==> src/rtl/seven_seg_scanner_pkg.sv <==
// rtl/seven_seg_scanner_pkg.sv - glyph constants and width helper for the seven-segment scanner
package seven_seg_scanner_pkg;

   localparam logic [6:0] SEG_0   = 7'b0000001;
   localparam logic [6:0] SEG_1   = 7'b1001111;
   localparam logic [6:0] SEG_2   = 7'b0010010;
   localparam logic [6:0] SEG_3   = 7'b0000110;
   localparam logic [6:0] SEG_4   = 7'b1001100;
   localparam logic [6:0] SEG_5   = 7'b0100100;
   localparam logic [6:0] SEG_6   = 7'b0100000;
   localparam logic [6:0] SEG_7   = 7'b0001111;
   localparam logic [6:0] SEG_8   = 7'b0000000;
   localparam logic [6:0] SEG_9   = 7'b0000100;
   localparam logic [6:0] SEG_A   = 7'b0001000;
   localparam logic [6:0] SEG_B   = 7'b1100000;
   localparam logic [6:0] SEG_C   = 7'b0110001;
   localparam logic [6:0] SEG_D   = 7'b1000010;
   localparam logic [6:0] SEG_E   = 7'b0110000;
   localparam logic [6:0] SEG_F   = 7'b0111000;
   localparam logic [6:0] SEG_OFF = 7'b1111111;

   // Counter widths never collapse to zero bits, even for a single digit.
   function automatic int clog2_min1(input int n);
      int w;
      w = $clog2(n);
      return (w < 1) ? 1 : w;
   endfunction

endpackage

==> src/rtl/seven_seg_scanner_if.sv <==
// rtl/seven_seg_scanner_if.sv - data-in / display-pins bundle between datapath and scanner
interface seven_seg_scanner_if #(
   parameter int NUM_DIGITS = 4
);
   logic [4*NUM_DIGITS-1:0] value;
   logic [NUM_DIGITS-1:0]   dp_in;
   logic                    load;
   logic                    blank_lz;
   logic [6:0]              seg_n;
   logic                    dp_n;
   logic [NUM_DIGITS-1:0]   an_n;
   logic                    frame_start;

   modport master (
      output value, dp_in, load, blank_lz,
      input  seg_n, dp_n, an_n, frame_start
   );

   modport slave (
      input  value, dp_in, load, blank_lz,
      output seg_n, dp_n, an_n, frame_start
   );
endinterface

==> src/rtl/seven_seg_scanner_hex_to_seg.sv <==
// rtl/seven_seg_scanner_hex_to_seg.sv - nibble to active-low {a..g} segment pattern
module hex_to_seg
   import seven_seg_scanner_pkg::*;
(
   input  logic [3:0] nibble_i,
   output logic [6:0] seg_n_o
);

   always_comb begin
      seg_n_o = SEG_OFF;
      case (nibble_i)
         4'h0:    seg_n_o = SEG_0;
         4'h1:    seg_n_o = SEG_1;
         4'h2:    seg_n_o = SEG_2;
         4'h3:    seg_n_o = SEG_3;
         4'h4:    seg_n_o = SEG_4;
         4'h5:    seg_n_o = SEG_5;
         4'h6:    seg_n_o = SEG_6;
         4'h7:    seg_n_o = SEG_7;
         4'h8:    seg_n_o = SEG_8;
         4'h9:    seg_n_o = SEG_9;
         4'hA:    seg_n_o = SEG_A;
         4'hB:    seg_n_o = SEG_B;
         4'hC:    seg_n_o = SEG_C;
         4'hD:    seg_n_o = SEG_D;
         4'hE:    seg_n_o = SEG_E;
         4'hF:    seg_n_o = SEG_F;
         default: seg_n_o = SEG_OFF;
      endcase
   end

endmodule

==> src/rtl/seven_seg_scanner.sv <==
// rtl/seven_seg_scanner.sv - multiplexed common-anode display driver with frame-synchronous shadow update
module seven_seg_scanner
   import seven_seg_scanner_pkg::*;
#(
   parameter int NUM_DIGITS  = 4,
   parameter int REFRESH_DIV = 100000,
   parameter int GUARD       = 2
) (
   input  logic               clk,
   input  logic               reset,
   seven_seg_scanner_if.slave bus
);

   localparam int IDX_W = clog2_min1(NUM_DIGITS);
   localparam int PRE_W = clog2_min1(REFRESH_DIV);
   localparam int VAL_W = 4 * NUM_DIGITS;
   localparam logic [PRE_W-1:0] PRE_LAST = PRE_W'(REFRESH_DIV - 1);
   localparam logic [PRE_W-1:0] GUARD_C  = PRE_W'(GUARD);
   localparam logic [IDX_W-1:0] IDX_LAST = IDX_W'(NUM_DIGITS - 1);

   logic [PRE_W-1:0]      presc_q, presc_d;
   logic [IDX_W-1:0]      idx_q, idx_d;
   logic [VAL_W-1:0]      pend_val_q, pend_val_d, sh_val_q, sh_val_d;
   logic [NUM_DIGITS-1:0] pend_dp_q, pend_dp_d, sh_dp_q, sh_dp_d;
   logic                  pend_blz_q, pend_blz_d, sh_blz_q, sh_blz_d;
   logic                  pend_flag_q, pend_flag_d;
   logic [6:0]            seg_n_q, seg_n_d;
   logic                  dp_n_q, dp_n_d;
   logic [NUM_DIGITS-1:0] an_n_q, an_n_d;
   logic                  wrap_q, wrap_d;
   logic                  frame_start_q, frame_start_d;

   logic                  tick, wrap;
   logic [NUM_DIGITS-1:0] blank_mask;
   logic [3:0]            cur_nibble;
   logic [6:0]            cur_seg_n;

   hex_to_seg u_hex_to_seg (
      .nibble_i (cur_nibble),
      .seg_n_o  (cur_seg_n)
   );

   always_comb begin
      blank_mask = '0;
      for (int k = 1; k < NUM_DIGITS; k++) begin
         blank_mask[k] = sh_blz_q && ((sh_val_q >> (4 * k)) == '0);
      end
   end

   assign cur_nibble = sh_val_q[idx_q*4 +: 4];

   always_comb begin
      tick    = (presc_q == PRE_LAST);
      wrap    = tick && (idx_q == IDX_LAST);
      presc_d = tick ? '0 : presc_q + 1'b1;
      idx_d   = idx_q;
      if (tick) begin
         idx_d = wrap ? '0 : idx_q + 1'b1;
      end

      pend_val_d  = pend_val_q;
      pend_dp_d   = pend_dp_q;
      pend_blz_d  = pend_blz_q;
      pend_flag_d = pend_flag_q;
      sh_val_d    = sh_val_q;
      sh_dp_d     = sh_dp_q;
      sh_blz_d    = sh_blz_q;

      // A load landing on the boundary goes straight to the shadow; pending is stale then.
      if (wrap && bus.load) begin
         sh_val_d    = bus.value;
         sh_dp_d     = bus.dp_in;
         sh_blz_d    = bus.blank_lz;
         pend_flag_d = 1'b0;
      end else if (bus.load) begin
         pend_val_d  = bus.value;
         pend_dp_d   = bus.dp_in;
         pend_blz_d  = bus.blank_lz;
         pend_flag_d = 1'b1;
      end else if (wrap && pend_flag_q) begin
         sh_val_d    = pend_val_q;
         sh_dp_d     = pend_dp_q;
         sh_blz_d    = pend_blz_q;
         pend_flag_d = 1'b0;
      end

      an_n_d        = (presc_q < GUARD_C) ? '1 : ~(NUM_DIGITS'(1) << idx_q);
      seg_n_d       = blank_mask[idx_q] ? SEG_OFF : cur_seg_n;
      dp_n_d        = blank_mask[idx_q] | ~sh_dp_q[idx_q];
      // Delayed twice so the pulse lands with digit 0's first slot cycle on an_n.
      wrap_d        = wrap;
      frame_start_d = wrap_q;
   end

   always_ff @(posedge clk) begin
      if (reset) begin
         presc_q       <= '0;
         idx_q         <= '0;
         pend_val_q    <= '0;
         pend_dp_q     <= '0;
         pend_blz_q    <= 1'b0;
         pend_flag_q   <= 1'b0;
         sh_val_q      <= '0;
         sh_dp_q       <= '0;
         sh_blz_q      <= 1'b0;
         seg_n_q       <= SEG_OFF;
         dp_n_q        <= 1'b1;
         an_n_q        <= '1;
         wrap_q        <= 1'b0;
         frame_start_q <= 1'b0;
      end else begin
         presc_q       <= presc_d;
         idx_q         <= idx_d;
         pend_val_q    <= pend_val_d;
         pend_dp_q     <= pend_dp_d;
         pend_blz_q    <= pend_blz_d;
         pend_flag_q   <= pend_flag_d;
         sh_val_q      <= sh_val_d;
         sh_dp_q       <= sh_dp_d;
         sh_blz_q      <= sh_blz_d;
         seg_n_q       <= seg_n_d;
         dp_n_q        <= dp_n_d;
         an_n_q        <= an_n_d;
         wrap_q        <= wrap_d;
         frame_start_q <= frame_start_d;
      end
   end

   assign bus.seg_n       = seg_n_q;
   assign bus.dp_n        = dp_n_q;
   assign bus.an_n        = an_n_q;
   assign bus.frame_start = frame_start_q;

endmodule
==> src/flat_wrapper.sv <==
// flat-port wrapper written by rule: the top's interface ports become plain ports
module seven_seg_scanner_flat import seven_seg_scanner_pkg::*;
#(
   parameter int NUM_DIGITS  = 4,
   parameter int REFRESH_DIV = 100000,
   parameter int GUARD       = 2
)
  (clk, reset, bus_value, bus_dp_in, bus_load, bus_blank_lz, bus_seg_n, bus_dp_n, bus_an_n, bus_frame_start);
  seven_seg_scanner_if #(.NUM_DIGITS(NUM_DIGITS)) bus_i ();
  input  logic clk;
  input  logic reset;
  input wire logic [$bits(bus_i.value)-1:0] bus_value;
  input wire logic [$bits(bus_i.dp_in)-1:0] bus_dp_in;
  input wire logic [$bits(bus_i.load)-1:0] bus_load;
  input wire logic [$bits(bus_i.blank_lz)-1:0] bus_blank_lz;
  output wire logic [$bits(bus_i.seg_n)-1:0] bus_seg_n;
  output wire logic [$bits(bus_i.dp_n)-1:0] bus_dp_n;
  output wire logic [$bits(bus_i.an_n)-1:0] bus_an_n;
  output wire logic [$bits(bus_i.frame_start)-1:0] bus_frame_start;
  assign bus_i.value = bus_value;
  assign bus_i.dp_in = bus_dp_in;
  assign bus_i.load = bus_load;
  assign bus_i.blank_lz = bus_blank_lz;
  assign bus_seg_n = bus_i.seg_n;
  assign bus_dp_n = bus_i.dp_n;
  assign bus_an_n = bus_i.an_n;
  assign bus_frame_start = bus_i.frame_start;
  seven_seg_scanner #(.NUM_DIGITS(NUM_DIGITS), .REFRESH_DIV(REFRESH_DIV), .GUARD(GUARD)) u_core (.clk(clk), .reset(reset), .bus(bus_i));
endmodule
==> config.mk <==
export PLATFORM = sky130hd
export DESIGN_NAME = seven_seg_scanner_flat
export DESIGN_NICKNAME = d
export VERILOG_FILES = /design/src/rtl/seven_seg_scanner_pkg.sv /design/src/rtl/seven_seg_scanner_if.sv /design/src/rtl/seven_seg_scanner_hex_to_seg.sv /design/src/rtl/seven_seg_scanner.sv /design/src/flat_wrapper.sv
export SDC_FILE = /design/constraint.sdc
export NUM_CORES = 1
export LEC_CHECK = 0
export ABC_AREA = 1
export CAP_MARGIN = 20
export CELL_PAD_IN_SITES_DETAIL_PLACEMENT = 2
export CELL_PAD_IN_SITES_GLOBAL_PLACEMENT = 2
export CORE_UTILIZATION = 36
export CTS_BUF_LIST = sky130_fd_sc_hd__clkbuf_8
export CTS_CLUSTER_DIAMETER = 100
export DETAILED_ROUTE_END_ITERATION = 8
export PLACE_DENSITY_LB_ADDON = 0.1
export REMOVE_ABC_BUFFERS = 1
export SLEW_MARGIN = 30
export SYNTH_ARGS = -nofsm -noshare
export SYNTH_HDL_FRONTEND = slang
export SYNTH_SLANG_ARGS = --single-unit
==> constraint.sdc <==
create_clock -name clk -period 3.36 [get_ports clk]
set_clock_uncertainty 0.2 [all_clocks]
set_input_delay 0.84 -clock clk [delete_from_list [all_inputs] [get_ports clk]]
set_output_delay 0.84 -clock clk [all_outputs]
set_load 0.005 [all_outputs]
======== After elaboration in Yosys (flattened, before gate mapping) ========
Memory sizes are Yosys's and may differ from the RTL's. A register that Yosys moved wholly into a read port is not among the register bits.
Cells that the tools add are included.
Widths: inputs -> output; s select.
operators by class
  divide/modulo/power cells ............... 0
  add/sub/neg operators ................... 2
  bitwise operators ....................... 4
  shift-type cells ........................ 2
  equal/unequal tests ..................... 3
  reductions and logical operators ........ 17
  magnitude comparators ................... 2
  $mul .................................... 0
  muxes and demuxes ....................... 16
operators by type and width
  operator               number
  $logic_not 16->1       3
  $mux 16                3
  $add 17x1->17 const B  1
  $eq 17x17->1 const B   1
  $lt 17x2->1 const B    1
  $shiftx 16x5->4        1
  $mux 4                 3
  $reduce_or 2->1        4
  $mux 1                 7
  $logic_and 1x1->1      6
  $bmux 1 s2             2
  $not 4->4              1
  $reduce_and 2->1       2
  $reduce_bool 2->1      2
  $shl 1x2->4 const A    1
  $lt 2x3->1 const B     1
  $add 2x1->2 const B    1
  $eq 2x2->1 const B     1
  $mux 2                 1
  $ne 2x1->1 const B     1
  $not 1->1              2
  $or 1x1->1             1
storage, ports and cells
  output and inout bits ................... 13
  bits in latches ......................... 0
  bits of input ports ..................... 24
  memory bits (read-only) ................. 112
  RAM bits ................................ 0
  memories ................................ 1
  register bits after elaboration ......... 69
  logic and storage cells ................. 60
memories
  memory           words  bits a word  rd ports  clocked after Yosys merged registers in  write ports  line                                source
  (no name shown)  16     7            1         1                                        0            seven_seg_scanner_hex_to_seg.sv:11  case (nibble_i)

======== Depth between registers and ports, before layout ========
  depth in word-level cells ............... 6
  gate-level depth with buffers ........... 11
  depth with buffers taken out ............ 10

======== By module ========
Synthesis repeated with hierarchy kept, for this count alone.
second synthesis, totals
  cell total of the unflattened synthesis .. 558
  area total of the unflattened synthesis .. 3875.0 um^2
modules (own cells, without submodules)
  module             area each (um^2)  times used  sequential area each (um^2)  cells an instance
  seven_seg_scanner  3601.0            1           1521.5                       509
  hex_to_seg         274.0             1           0.0                          49

======== Least setup slack after synthesis ========
OpenSTA, ideal clock, no wires.
  path kind ............................... reg-to-reg
  from .................................... register u_core.idx_q[0]
  to ...................................... register u_core.seg_n_q[3], in the netlist u_core.bus.seg_n[3]
  path buffers ............................ 1
  library setup time ...................... 0.139 ns
  slack ................................... 1.396 ns
  cell stages (with the launch flop) ...... 10
  arrival time ............................ 1.625 ns
  clock period less this slack ............ 1.964 ns
  path through ............................ dfxtp_1 clkbuf_2 o21ai_0 o21ai_0 inv_1 ha_1 inv_1 nor2_1 o21ai_0 nand3_1
on the way
  cells in the longest elaborated chain, start to end .. 3
  elaborated cells on any way between the ends .. 4
  classes of those cells .................. shift: 1; mux: 2; reduce/logical: 1
ends and longest elaborated chain
  element                                                  line                      source
  start, declared                                          seven_seg_scanner.sv:22   logic [IDX_W-1:0] idx_q, idx_d;
  start signal, assigned                                   seven_seg_scanner.sv:113  idx_q <= idx_d;
  branches (longest 3 deep; another with $shiftx 16x5->4)  --
  end, declared                                            seven_seg_scanner.sv:27   logic [6:0] seg_n_q, seg_n_d;
Several ways; the timed one is not identified. The select of a mux whose other input is x is not followed.
A chain may end at the register's enable or synchronous reset.

======== Worst setup path after layout ========
  from .................................... register u_core.idx_q[0]
  to ...................................... register u_core.seg_n_q[1], in the netlist u_core.bus.seg_n[1]
The elaborated chain is that of the path after synthesis.

==> impl_results.md <==
- CTS HTree Levels: 3
- Clock root cell: clkbuf_8
- Post-CTS Resized: 0
- Most frequent cells in the layout: 139 x nand2_1, 76 x dfxtp_1, 65 x inv_1
- Main flop type after synthesis: dfxtp_1
- EDFF count, synth: 0
- Synth unique cells: 31
- Critical Path AT: ~2.7 ns
- RSZ-0062 raised after global routing: no
- DR WL/cell: 15.74 um
- Nets: a little under 600
- CTS Hold Bufs: 0
- Internal power: between 0.001 and 0.0015 W
- Area contributors post-synth: dfxtp_1 41%, nand2_1 14%, inv_1 6.5%
- Reg clk slew, reported paths: about 0.08 ns
- Count of final setup violators: 0
- Clock Sinks: 76
- First-pass GRT wire length: about 19,000 um
- Area growth syn-to-layout: 18.15%
- Setup crit end kind: register
- Synth area leader: dfxtp_1
- Final period util: about four fifths
- Via/cell ratio: a little under 5
- Detailed placer's ending HPWL: between 7000 and 8000 um
- Layout fillers: between 1,000 and 1,500
- Yosys warns: 0
- Setup bufs post-CTS: 0
- Clock power frac: between 40 and 50%
- DR pass1 iterations: 4
- Setup TNS: 0 ns
- P_sw: 0.0004253 W
- Final worst slack: 0.7303 ns
- Clock Path Buffers: 2
- Logic pwr share: 7.2%
- Die Area: ~11,000 um2
- Critical Path RT: around 3.4 ns
- Switching part of the total: approximately 22%
- Antenna violations before repair: 0
- Post-synth top area share: 40.57%
- Total power: around 0.0019 W
- Diodes inserted: 0
- Slew margin rel.: 48.72%
- Leakage power: about 2.0 nW
- GRT Util Overall: between 20 and 25%
- Fin. Hold Viols: 0
- Port Buffer Count: 36
- Vias in the first global route: approximately 3,800
- Share of cells above drive strength 1: approximately 14%
- Sequential fraction of the synthesis area: between 40% and 50%
- Syn_area_per_cell: roughly 7.2 um2
- Worst hold path type: register to register
- Post-Syn Instances: roughly 520
- Worst reg2reg startpoint: u_core.idx_q[0]
- DP Area: 4193 um2
- Status: finished clean
- Flop pwr share: roughly 50%
- Register area: 1521 um2
- Chip Height: approximately 100 um
- FMAX: between 300 and 400 MHz
- Multi-input logic area: 1844 um2
- Worst-margin pin slew: between 0.7 and 0.8 ns
- Async S/R FF share, synth: 0%
- FF-to-FF setup slack: roughly 0.73 ns
- Worst slack at placement: a little over 0.6 ns
- Crit. Startpoint: u_core.idx_q[0]
- Placement row count: 36
- WL final: around 11,000 um
- Fin crit period: around 2.6 ns
- Power Density: between 400 and 500 nW/um2
- Max-cap violations: 0
- #FFs+latches synth: 76
- Critical Path Fanout Max: 18
- # IOs: 37
- DRT iter0 DRCs: a little over 80
- Most common cell after layout, fill and taps aside: nand2_1
- CP Launch Type: register
- Final Max Slew Viols: 0
- Largest net degree at the start of global routing: 25
- Initial cell density of the core: about 38%
- CTS buffer count: 9
- IR drop worst, VDD: 0.2292 mV
- CP Class: register to register
- Core area: between 9000 and 10,000 um2
- Antenna viol nets, final: 0
- Final Cell Area: roughly 4400 um2
- GPL Wtd Cong: approximately 0.74
- Cell area after synthesis: between 3000 and 4000 um2
- CTS tree: done
- Hold path startpoint: u_core.frame_start_d
- Die span in x: roughly 100 um
- Via count: 3,404
- DR DRC count: 0
- GRT overflow: 0
- Clk_lat worst skew: approximately 0.35 ns
power groups by stage:
stage	Combinational [W]	Clock [W]	Sequential [W]
floorplan	0.0000731	0	0.000955
global placement	0.000133	0	0.000956
detailed placement	0.000142	0	0.000958
CTS	0.000143	0.000876	0.000936
global route	0.000158	0.000907	0.000939
finish	0.000139	0.000849	0.000936
registers in the layout, summed over array words and instances, names as in the netlist:
signal	flops
u_core.bus.dp_n	1
u_core.presc_q	17
u_core.sh_dp_q	4
u_core.pend_val_q	16
u_core.bus.seg_n	7
u_core.pend_blz_q	1
u_core.bus.frame_start	1
u_core.bus.an_n	4
u_core.idx_q	2
u_core.sh_val_q	16
u_core.frame_start_d	1
u_core.pend_dp_q	4
u_core.pend_flag_q	1
u_core.sh_blz_q	1
critical path, stage by stage, from the launching register on:
cell and delay (ns):
dfxtp_1 0.75, inv_2 0.24, nand2_1 0.11, nand3_1 0.10
o21ai_0 0.26, inv_1 0.19, ha_1 0.26, inv_1 0.08
nor2_1 0.06, o21ai_0 0.18, nand3_1 0.08
kinds of logic (layout without fill, tap and decap cells):
logic type	count (synthesis)	in the layout	share of synthesized area, %
adder cells (fa/ha/maj)	11	11	3.670
flip-flops	76	76	40.57
buffers and inverters	90	126	10.24
XOR/XNOR	6	6	1.401
AO/OA/AOI/OAI	100	100	15.68
AND/OR/NAND/NOR	235	235	28.43
routing by layer:
metal  track usage (%)  up-vias  part of all wire [%]
li1                  -     1699                     -
met4             3.673        0                  0.68
met2             42.24       38                    55
met1             23.74     1661                    42
met5                 0        -                     0
met3             5.138        6                   2.4
synth_stat cells, types with 2 or more instances:
| cell | count |
|---|---|
| nor3_4 | 2 |
| xnor2_1 | 2 |
| nor4_1 | 5 |
| a21oi_1 | 36 |
| o21ai_0 | 38 |
| a31oi_1 | 2 |
| clkbuf_1 | 7 |
| or2_2 | 25 |
| nor2_1 | 31 |
| nand4_1 | 4 |
| inv_2 | 5 |
| inv_1 | 65 |
| nand2_1 | 139 |
| buf_6 | 2 |
| nand3_1 | 17 |
| dfxtp_1 | 76 |
| buf_2 | 3 |
| buf_4 | 7 |
| o211ai_1 | 3 |
| xor2_1 | 4 |
| nor3_1 | 6 |
| ha_1 | 11 |
| a21oi_2 | 20 |
worst paths after layout:
kind / endpoint / depth (start not counted)
setup reg to reg: u_core.bus.seg_n[1] / 10
setup / recovery: u_core.bus.seg_n[1] / 10
hold / removal: u_core.bus.frame_start / 2
hold reg to reg: u_core.bus.frame_start / 2
layout make-up:
class / instances / share of cell area, %
multi-input cells: 352 / 41.63
repair buffers: 41 / 8.981
clock buffers: 10 / 3.106
inverters: 70 / 5.931
well taps: 133 / 3.756
flip-flops and latches: 76 / 34.34
clock inverters: 5 / 2.259
metrics by stage:
step	hold WS, ns	utilization (%)	instances
floorplan	0.1883	-	498
global placement	0.2114	42.12	672
detailed placement	0.2160	42.12	672
CTS	0.2447	44.51	687
global route	0.2398	44.51	687
finish	0.2433	44.51	687
Power figures use the tool's default switching activity.
